==> config.mk <==
export PLATFORM = sky130hd
export DESIGN_NAME = dotprod_operand_feeder
export DESIGN_NICKNAME = d
export VERILOG_FILES = /design/src/rtl/dotprod_operand_feeder.sv
export SDC_FILE = /design/constraint.sdc
export NUM_CORES = 1
export LEC_CHECK = 0
export ABC_CLOCK_PERIOD_IN_PS = 10320
export CORE_ASPECT_RATIO = 0.8
export CORE_MARGIN = 3
export CORE_UTILIZATION = 55
export CTS_BUF_LIST = sky130_fd_sc_hd__clkbuf_4 sky130_fd_sc_hd__clkbuf_8
export CTS_CLUSTER_SIZE = 14
export DETAILED_ROUTE_END_ITERATION = 10
export PLACE_DENSITY = 0.73
export SETUP_SLACK_MARGIN = 0.4
export SLEW_MARGIN = 20
export SYNTH_ARGS = -nofsm -noshare
export SYNTH_HDL_FRONTEND = slang
export SYNTH_SLANG_ARGS = --single-unit
==> constraint.sdc <==
create_clock -name sys_clk -period 10.32 [get_ports sys_clk]
set_input_delay 1.032 -clock sys_clk [delete_from_list [all_inputs] [get_ports sys_clk]]
set_output_delay 1.032 -clock sys_clk [all_outputs]
set_load 0.03 [all_outputs]
==> src/rtl/dotprod_operand_feeder.sv <==
// dotprod_operand_feeder: holds operand vectors A and B and streams (A[i], B[i])
// pairs to the multiply-accumulate datapath over a valid/ready interface.
// Optional build macro FEEDER_STALL_CNT_EN adds a saturating stall_cnt output
// that counts backpressured cycles of the most recent stream.
module dotprod_operand_feeder #(
    parameter int unsigned DATA_W = 32,
    parameter int unsigned DEPTH  = 16,
    parameter int unsigned ADDR_W = 4
) (
    input  logic              sys_clk,
    input  logic              sys_rst_n,
    input  logic              wr_en,
    input  logic              wr_sel,
    input  logic [ADDR_W-1:0] wr_addr,
    input  logic [DATA_W-1:0] wr_data,
    input  logic              start,
    input  logic [31:0]       n,
    output logic              out_valid,
    input  logic              out_ready,
    output logic [DATA_W-1:0] out_a,
    output logic [DATA_W-1:0] out_b,
    output logic              out_last,
    output logic              busy,
    output logic              done,
`ifdef FEEDER_STALL_CNT_EN
    output logic [15:0]       stall_cnt,
`endif
    output logic              len_err
);

    localparam int unsigned IDX_W = ADDR_W + 1;
    localparam logic [ADDR_W-1:0] ADDR_ZERO = '0;

    typedef enum logic [1:0] {
        IDLE = 2'd0,
        RUN  = 2'd1,
        FIN  = 2'd2
    } state_e;

    state_e            state_q, state_d;
    logic [IDX_W-1:0]  idx_q, idx_d;
    logic [IDX_W-1:0]  len_q, len_d;
    logic              valid_q, valid_d;
    logic [DATA_W-1:0] a_q, a_d;
    logic [DATA_W-1:0] b_q, b_d;
    logic              last_q, last_d;
    logic              busy_q, busy_d;
    logic              done_q, done_d;
    logic              len_err_q, len_err_d;
`ifdef FEEDER_STALL_CNT_EN
    logic [15:0]       stall_q, stall_d;
`endif

    logic [DATA_W-1:0] mem_a [DEPTH];
    logic [DATA_W-1:0] mem_b [DEPTH];
    logic              mem_we_c;
    logic [IDX_W-1:0]  len_clamp_c;
    logic [IDX_W-1:0]  idx_nxt_c;

    // Clamp the requested count in the full 32-bit width before narrowing.
    assign len_clamp_c = (n > 32'(DEPTH)) ? IDX_W'(DEPTH) : n[IDX_W-1:0];
    assign idx_nxt_c   = idx_q + IDX_W'(1);

    // Operand buffers; deliberately not reset.
    always_ff @(posedge sys_clk) begin
        if (mem_we_c) begin
            if (wr_sel) mem_b[wr_addr] <= wr_data;
            else        mem_a[wr_addr] <= wr_data;
        end
    end

    // Next-state and output logic for the streaming FSM.
    always_comb begin
        state_d   = state_q;
        idx_d     = idx_q;
        len_d     = len_q;
        valid_d   = valid_q;
        a_d       = a_q;
        b_d       = b_q;
        last_d    = last_q;
        busy_d    = busy_q;
        done_d    = 1'b0;
        len_err_d = len_err_q;
        mem_we_c  = 1'b0;
`ifdef FEEDER_STALL_CNT_EN
        stall_d   = stall_q;
`endif
        case (state_q)
            IDLE: begin
                mem_we_c = wr_en && !busy_q;
                if (start && !busy_q) begin
                    len_d     = len_clamp_c;
                    len_err_d = (n > 32'(DEPTH));
                    idx_d     = '0;
                    busy_d    = 1'b1;
`ifdef FEEDER_STALL_CNT_EN
                    stall_d   = '0;
`endif
                    if (len_clamp_c == '0) begin
                        state_d = FIN;
                    end else begin
                        state_d = RUN;
                        valid_d = 1'b1;
                        a_d     = mem_a[ADDR_ZERO];
                        b_d     = mem_b[ADDR_ZERO];
                        last_d  = (len_clamp_c == IDX_W'(1));
                    end
                end
            end
            RUN: begin
                if (valid_q && out_ready) begin
                    if (last_q) begin
                        valid_d = 1'b0;
                        last_d  = 1'b0;
                        state_d = FIN;
                    end else begin
                        idx_d  = idx_nxt_c;
                        a_d    = mem_a[idx_nxt_c[ADDR_W-1:0]];
                        b_d    = mem_b[idx_nxt_c[ADDR_W-1:0]];
                        last_d = (idx_nxt_c == (len_q - IDX_W'(1)));
                    end
                end
`ifdef FEEDER_STALL_CNT_EN
                if (valid_q && !out_ready && (stall_q != 16'hFFFF)) begin
                    stall_d = stall_q + 16'd1;
                end
`endif
            end
            FIN: begin
                done_d  = 1'b1;
                busy_d  = 1'b0;
                state_d = IDLE;
            end
            default: state_d = IDLE;
        endcase
    end

    // State and output registers with asynchronous reset.
    always_ff @(posedge sys_clk or negedge sys_rst_n) begin
        if (!sys_rst_n) begin
            state_q   <= IDLE;
            idx_q     <= '0;
            len_q     <= '0;
            valid_q   <= 1'b0;
            a_q       <= '0;
            b_q       <= '0;
            last_q    <= 1'b0;
            busy_q    <= 1'b0;
            done_q    <= 1'b0;
            len_err_q <= 1'b0;
`ifdef FEEDER_STALL_CNT_EN
            stall_q   <= '0;
`endif
        end else begin
            state_q   <= state_d;
            idx_q     <= idx_d;
            len_q     <= len_d;
            valid_q   <= valid_d;
            a_q       <= a_d;
            b_q       <= b_d;
            last_q    <= last_d;
            busy_q    <= busy_d;
            done_q    <= done_d;
            len_err_q <= len_err_d;
`ifdef FEEDER_STALL_CNT_EN
            stall_q   <= stall_d;
`endif
        end
    end

    assign out_valid = valid_q;
    assign out_a     = a_q;
    assign out_b     = b_q;
    assign out_last  = last_q;
    assign busy      = busy_q;
    assign done      = done_q;
    assign len_err   = len_err_q;
`ifdef FEEDER_STALL_CNT_EN
    assign stall_cnt = stall_q;
`endif

endmodule

==> results.cfg, run 1 <==
[sta]
slew_violations = 0
finClkSkew_ps = 29.4
hold_violations = 0
period_share = 0.395
setup_viol = 0
grt_setup_unrepaired = false
relSlewSlack = 0.288
timing.fmax_mhz = 245
tns_ps = 0
tightest_slew_ps = 1070
min_period_ps = 4080

[grt]
grt_usage = 0.258
grt_start_max_net_pins = 72
met3_usage = 0.0512
grt-ovfl-total = 0
antenna_found_initial = 7
grt_pass1_wl_mm = 151
grt_pass1_vias = 22900
grtUsageMet1 = 0.375
grt_util_met2 = 0.404
grt_busiest_layer = met2

[clock_tree]
insertion_delay_ps = 790
root_buffer = clkbuf_8
cts_buffers = 163
cts_buffer_depth = 3
hold_buffers = 0
cts_setup_buffers = 0
path_clk_slew_ps = 70
htree_levels = 4
cts_resized = 0
cts_tree = built
clkSinkCount = 1105

[final_layout]
drive_gt1_frac = 0.275
nNetsFinal = 2399
final_core_util = 0.644
fill_cells = 4871
syn2layout_area_growth_pct = 15.3

[route]
wire_per_inst_um = 29.1
vias_per_cell = 6.42
wirelength_mm = 101
drc = 0
ant_nets = 0
vias = 22300
drt-initial-drc-count = 2755
drtPass1Iterations = 5

[place]
dp_hpwl_mm = 56.2
gp_congestion = 0.822
io_buffers = 142

[logic_synthesis]
syn-num-nets = 2154
syn_area_per_cell_um2 = 20.4
synth_cell_type_count = 43
yosysWarningCount = 0
ys.flop_type = edfxtp_1
synthArstFlopShare = 0.0733
yosysTopAreaCell = edfxtp_1
synthCells = 2078
yosys-top-cells-area = edfxtp_1 73%, mux4_2 14%, dfrtp_1 4.8%
netlist_area_mm2 = 0.0424
netlist.area_leader.share = 0.726
synth-seq-cells = 1105
synth_edf_count = 1024
ys_seq_area_frac = 0.774

[worst_setup_path]
crit_required_ps = 10940
rrSetupSlack_ps = 6240
path_cells = ha_4 > buf_4 > mux4_2 > nand2_1 > nand4_1 > o21ai_0 > o31ai_1
crit_fanout = 68
worst_ep_arrival_time_ps = 4710
cp-end-kind = register
slowest_delay_ps = 1040
crit_slowest_cell = ha_4
crit_path_start_kind = register
critical_path_class = reg2reg

[power]
ir_worst_vdd_uv = 102
p_per_area_mw_per_mm2 = 180
fin_total_pwr_mw = 8.78
power.leakage_nw = 15.3

[floorplanning]
num_rows = 90
core_mm2 = 0.0758
die_area_mm2 = 0.0804
start_util = 0.559
die_width_um = 316
dieHeight_um = 254
boundaryPins = 143

[worst_hold_path]
hold_path.class = in2async

[outcome]
status = completed

[flow_run]
drv_cap = 0
[layout by cell type, fill, tap and decap left out, types with 8 or more instances in the layout]
master,netlist,final
buf_16,0,8
buf_2,45,21
buf_4,8,62
clkbuf_4,0,57
clkbuf_8,0,194
clkdlybuf4s50_1,0,120
clkinv_1,0,21
clkinv_2,0,21
dfrtp_1,81,80
edfxtp_1,1024,1024
mux4_2,256,256
nand2_1,137,137
nand4_1,66,66
nor2_4,0,24
o21ai_0,138,138
o22ai_1,65,65
o31ai_1,64,64
[worst paths after layout]
path	from	endpoint	cells after the start
min	sys_rst_n	idx_q[1]	1
min in group sys_clk	idx_q[4]	idx_q[4]	2
min reg2reg	idx_q[4]	idx_q[4]	2
max in group asynchronous	sys_rst_n	out_a[14]	2
max	idx_q[0]	out_a[31]	7
max reg2reg	idx_q[0]	out_a[31]	7
[through the flow]
stage          hold WS [ps]  worst slack, ps  instance area (um2)  cells
3_3_place_gp            489             6190                45200   3162
3_5_place_dp            512             6100                45300   3166
5_1_grt                 170             5810                48800   3473
2_1_floorplan           469             5900                42400   2078
4_1_cts                 134             6100                48800   3468
6_report                193             6240                48800   3477
[kinds of logic after synthesis]
family / share of synthesized area
DFF: 0.774
xor gates and xnor gates: 0.00248
adders and majority gates: 0.000591
and+or+nand+nor: 0.0330
buffers and inverters: 0.0142
AOI/OAI and AO/OA: 0.0395
muxes: 0.136
[Yosys cell counts, types with 13 or more instances]
cell and count:
clkbuf_1 65, o31ai_1 64, buf_2 45, buf_1 13, o21ai_0 138, nand2_1 137
o22ai_1 65, mux4_2 256, nand4_1 66, nor2_1 30, dfrtp_1 81, edfxtp_1 1024
[metal layers]
| layer | up-vias | share of wire |
|---|---|---|
| li1 | 9171 | - |
| met1 | 11800 | 0.40 |
| met2 | 1173 | 0.48 |
| met3 | 184 | 0.095 |
| met4 | 2 | 0.024 |
| met5 | - | 0.00012 |
[registers in the layout, indices dropped and copies added (netlist names)]
signal     count
mem_a        512
mem_b        512
out_a         32
out_b         32
idx_q          5
len_q          5
state_q        2
busy           1
done           1
len_err        1
out_last       1
out_valid      1
[area by class of cell]
class / instances / area [um2] / share of cell area
Timing Repair Buffer: 211 / 1990 / 0.0408
Antenna cell: 5 / 12.5 / 0.000256
Clock buffer: 251 / 3100 / 0.0635
Multi-Input combinational cell: 836 / 9260 / 0.190
Clock inverter: 51 / 388 / 0.00795
Inverter: 6 / 22.5 / 0.000461
Tap cell: 1012 / 1270 / 0.0259
Sequential cell: 1105 / 32800 / 0.671
[report_power, final]
group | switching (mW) | internal [mW]
clock | 1.61 | 2.06
sequential | 0.0153 | 4.91
combinational | 0.130 | 0.0525
[worst max-delay path, delay by kind of cell, from the launching register on]
family	cells	cell delay (ps)
flops	1	740
compound gates	2	290
simple gates	2	310
buf+inv	1	930
mux	1	440
fa+ha+maj	1	1040
No activity file was read; power rests on OpenSTA's default activity.
==> run 2: changes to the inputs <==
--- a/config.mk
+++ b/config.mk
@@ -5,14 +5,14 @@
 export SDC_FILE = /design/constraint.sdc
 export NUM_CORES = 1
 export LEC_CHECK = 0
-export ABC_CLOCK_PERIOD_IN_PS = 10320
+export ABC_CLOCK_PERIOD_IN_PS = 3700
 export CORE_ASPECT_RATIO = 0.8
 export CORE_MARGIN = 3
 export CORE_UTILIZATION = 55
 export CTS_BUF_LIST = sky130_fd_sc_hd__clkbuf_4 sky130_fd_sc_hd__clkbuf_8
 export CTS_CLUSTER_SIZE = 14
 export DETAILED_ROUTE_END_ITERATION = 10
-export PLACE_DENSITY = 0.73
+export PLACE_DENSITY = 0.76
 export SETUP_SLACK_MARGIN = 0.4
 export SLEW_MARGIN = 20
 export SYNTH_ARGS = -nofsm -noshare
==> constraint.sdc (replaced) <==
create_clock -name sys_clk -period 3.7 [get_ports sys_clk]
set_input_delay 0.37 -clock sys_clk [delete_from_list [all_inputs] [get_ports sys_clk]]
set_output_delay 0.37 -clock sys_clk [all_outputs]
set_load 0.03 [all_outputs]
==> run 2 against run 1 <==
Against the previous run:
- maximum frequency grew 39%
- via count grew 0.22%
- sequential cell count is the same
- non-clock buffer count shrank 9
- routed wire length grew 1.6%
- worst setup slack lost 5500 ps
- first-iteration DRC count grew 2.7%
- sequential power grew to 2.8 times the previous value
- clock power grew to 2.7 times the previous value
- sequential share of layout area shrank 0.15 points
==> results.cfg, run 2 (synthesis gave the netlist of run 1 again) <==
[route]
vias_per_cell = 6.45
vias = 22400
ant_nets = 0
drc = 0
wire_per_inst_um = 29.7
drtPass1Iterations = 7
drt-initial-drc-count = 2829
wirelength_mm = 103

[clock_tree]
cts_buffer_depth = 3
htree_levels = 4
cts_tree = built
insertion_delay_ps = 800
path_clk_slew_ps = 60
clkSinkCount = 1105
root_buffer = clkbuf_8
cts_buffers = 163

[power]
fin_total_pwr_mw = 24.3
ir_worst_vdd_uv = 236
p_per_area_mw_per_mm2 = 496
power.leakage_nw = 15.2

[worst_setup_path]
critPathCapture = out_a[13]
crit_required_ps = 4360
crit_slowest_cell = buf_4
crit_path_start_kind = register
rrSetupSlack_ps = 760
worstReg2RegEnd = out_a[13]
path_cells = nand3_1 > xnor2_2 > buf_4 > nand4_1 > o21ai_0 > o31ai_1
ff2ff_path_depth = 6
worst_ep_arrival_time_ps = 3600
slowest_delay_ps = 890
cp-end-kind = register
crit_fanout = 66
reg2reg_from = idx_q[0]
crit_start = idx_q[0]
critical_path_class = reg2reg

[floorplanning]
boundaryPins = 143
die_area_mm2 = 0.0804
dieHeight_um = 254
start_util = 0.559
core_mm2 = 0.0758
die_width_um = 316
num_rows = 90

[sta]
setup_viol = 0
finClkSkew_ps = 26.2
slew_violations = 0
period_share = 0.796
hold_violations = 0
hold_ws_ps = 103
timing.fmax_mhz = 340
grt_setup_unrepaired = false
relSlewSlack = 0.240
tightest_slew_ps = 1140
tns_ps = 0
min_period_ps = 2940

[final_layout]
drive_gt1_frac = 0.274
layout.cells.non_filler = 3467
reg_top3 = mem_a: 512 flops, mem_b: 512 flops
final_cell_area_mm2 = 0.0489
nNetsFinal = 2390
final_cell_mix = 1024 x edfxtp_1, 256 x mux4_2, 191 x clkbuf_8
syn2layout_area_growth_pct = 15.5
mostFrequentLayoutCell = edfxtp_1
fill_cells = 4817

[grt]
grt-ovfl-total = 0
grt_pass1_vias = 23000
grt_start_max_net_pins = 129
antenna_found_initial = 11
grt_pass1_wl_mm = 151
grt_usage = 0.261

[outcome]
status = completed

[place]
dp_cells = 3160
placed_area_mm2 = 0.0456
dp_hpwl_mm = 52.2
io_buffers = 142
gp_congestion = 0.788

[flow_run]
drv_cap = 0

[worst_hold_path]
hold_path.class = in2reg
[run 2: how the worst min path moves through the flow]
stage,startpoint,depth (start not counted),endpoint
floorplan,sys_rst_n,0,busy
global placement,sys_rst_n,1,out_valid
detailed placement,sys_rst_n,1,idx_q[0]
CTS,sys_rst_n,2,idx_q[3]
global route,wr_data[22],1,mem_a[11][22]
finish,wr_data[20],1,mem_a[2][20]
[run 2: final cells by class]
class                      instances  area [um2]  area share
timing repair buffer             202        2140      0.0437
sequential                      1105       32800       0.670
inverter                           6        22.5    0.000460
antenna                            6        15.0    0.000307
clock inverter                    49         324     0.00662
tap                             1012        1270      0.0259
multi-input combinational        836        9300       0.190
clock buffer                     251        3080      0.0629
[run 2: through the flow]
step / utilization / setup WS [ps]
2_1_floorplan: - / 478
3_3_place_gp: 0.602 / 866
3_5_place_dp: 0.602 / 747
4_1_cts: 0.647 / 757
5_1_grt: 0.645 / 608
6_report: 0.646 / 755
[run 2: power by group]
group	leakage (nW)	internal, mW	switching, mW	total, mW
Clock	1.83	5.57	4.46	10.0
Sequential	10.2	13.7	0.0485	13.7
Combinational	3.25	0.139	0.351	0.490
[run 2: repair_timing]
action	CTS	global route
resized for setup	0	0
hold buffers	1	0
endpoints found under the hold margin	39	0
setup buffers	0	0
[run 2: worst max-delay path: cells and delay by family (launching register included)]
kind | cells | cell delay, ps
compound gates | 2 | 280
flops | 1 | 760
xor+xnor | 1 | 240
buf+inv | 1 | 890
simple gates | 2 | 580
[run 2: layer usage]
layer	wire length, um	global-route usage	vias up	share of wire
met5	34	0	-	0.00033
met4	3040	0.0971	6	0.030
met3	11600	0.0636	227	0.11
met2	48700	0.407	1395	0.47
met1	39600	0.367	11600	0.38
li1	-	-	9172	-
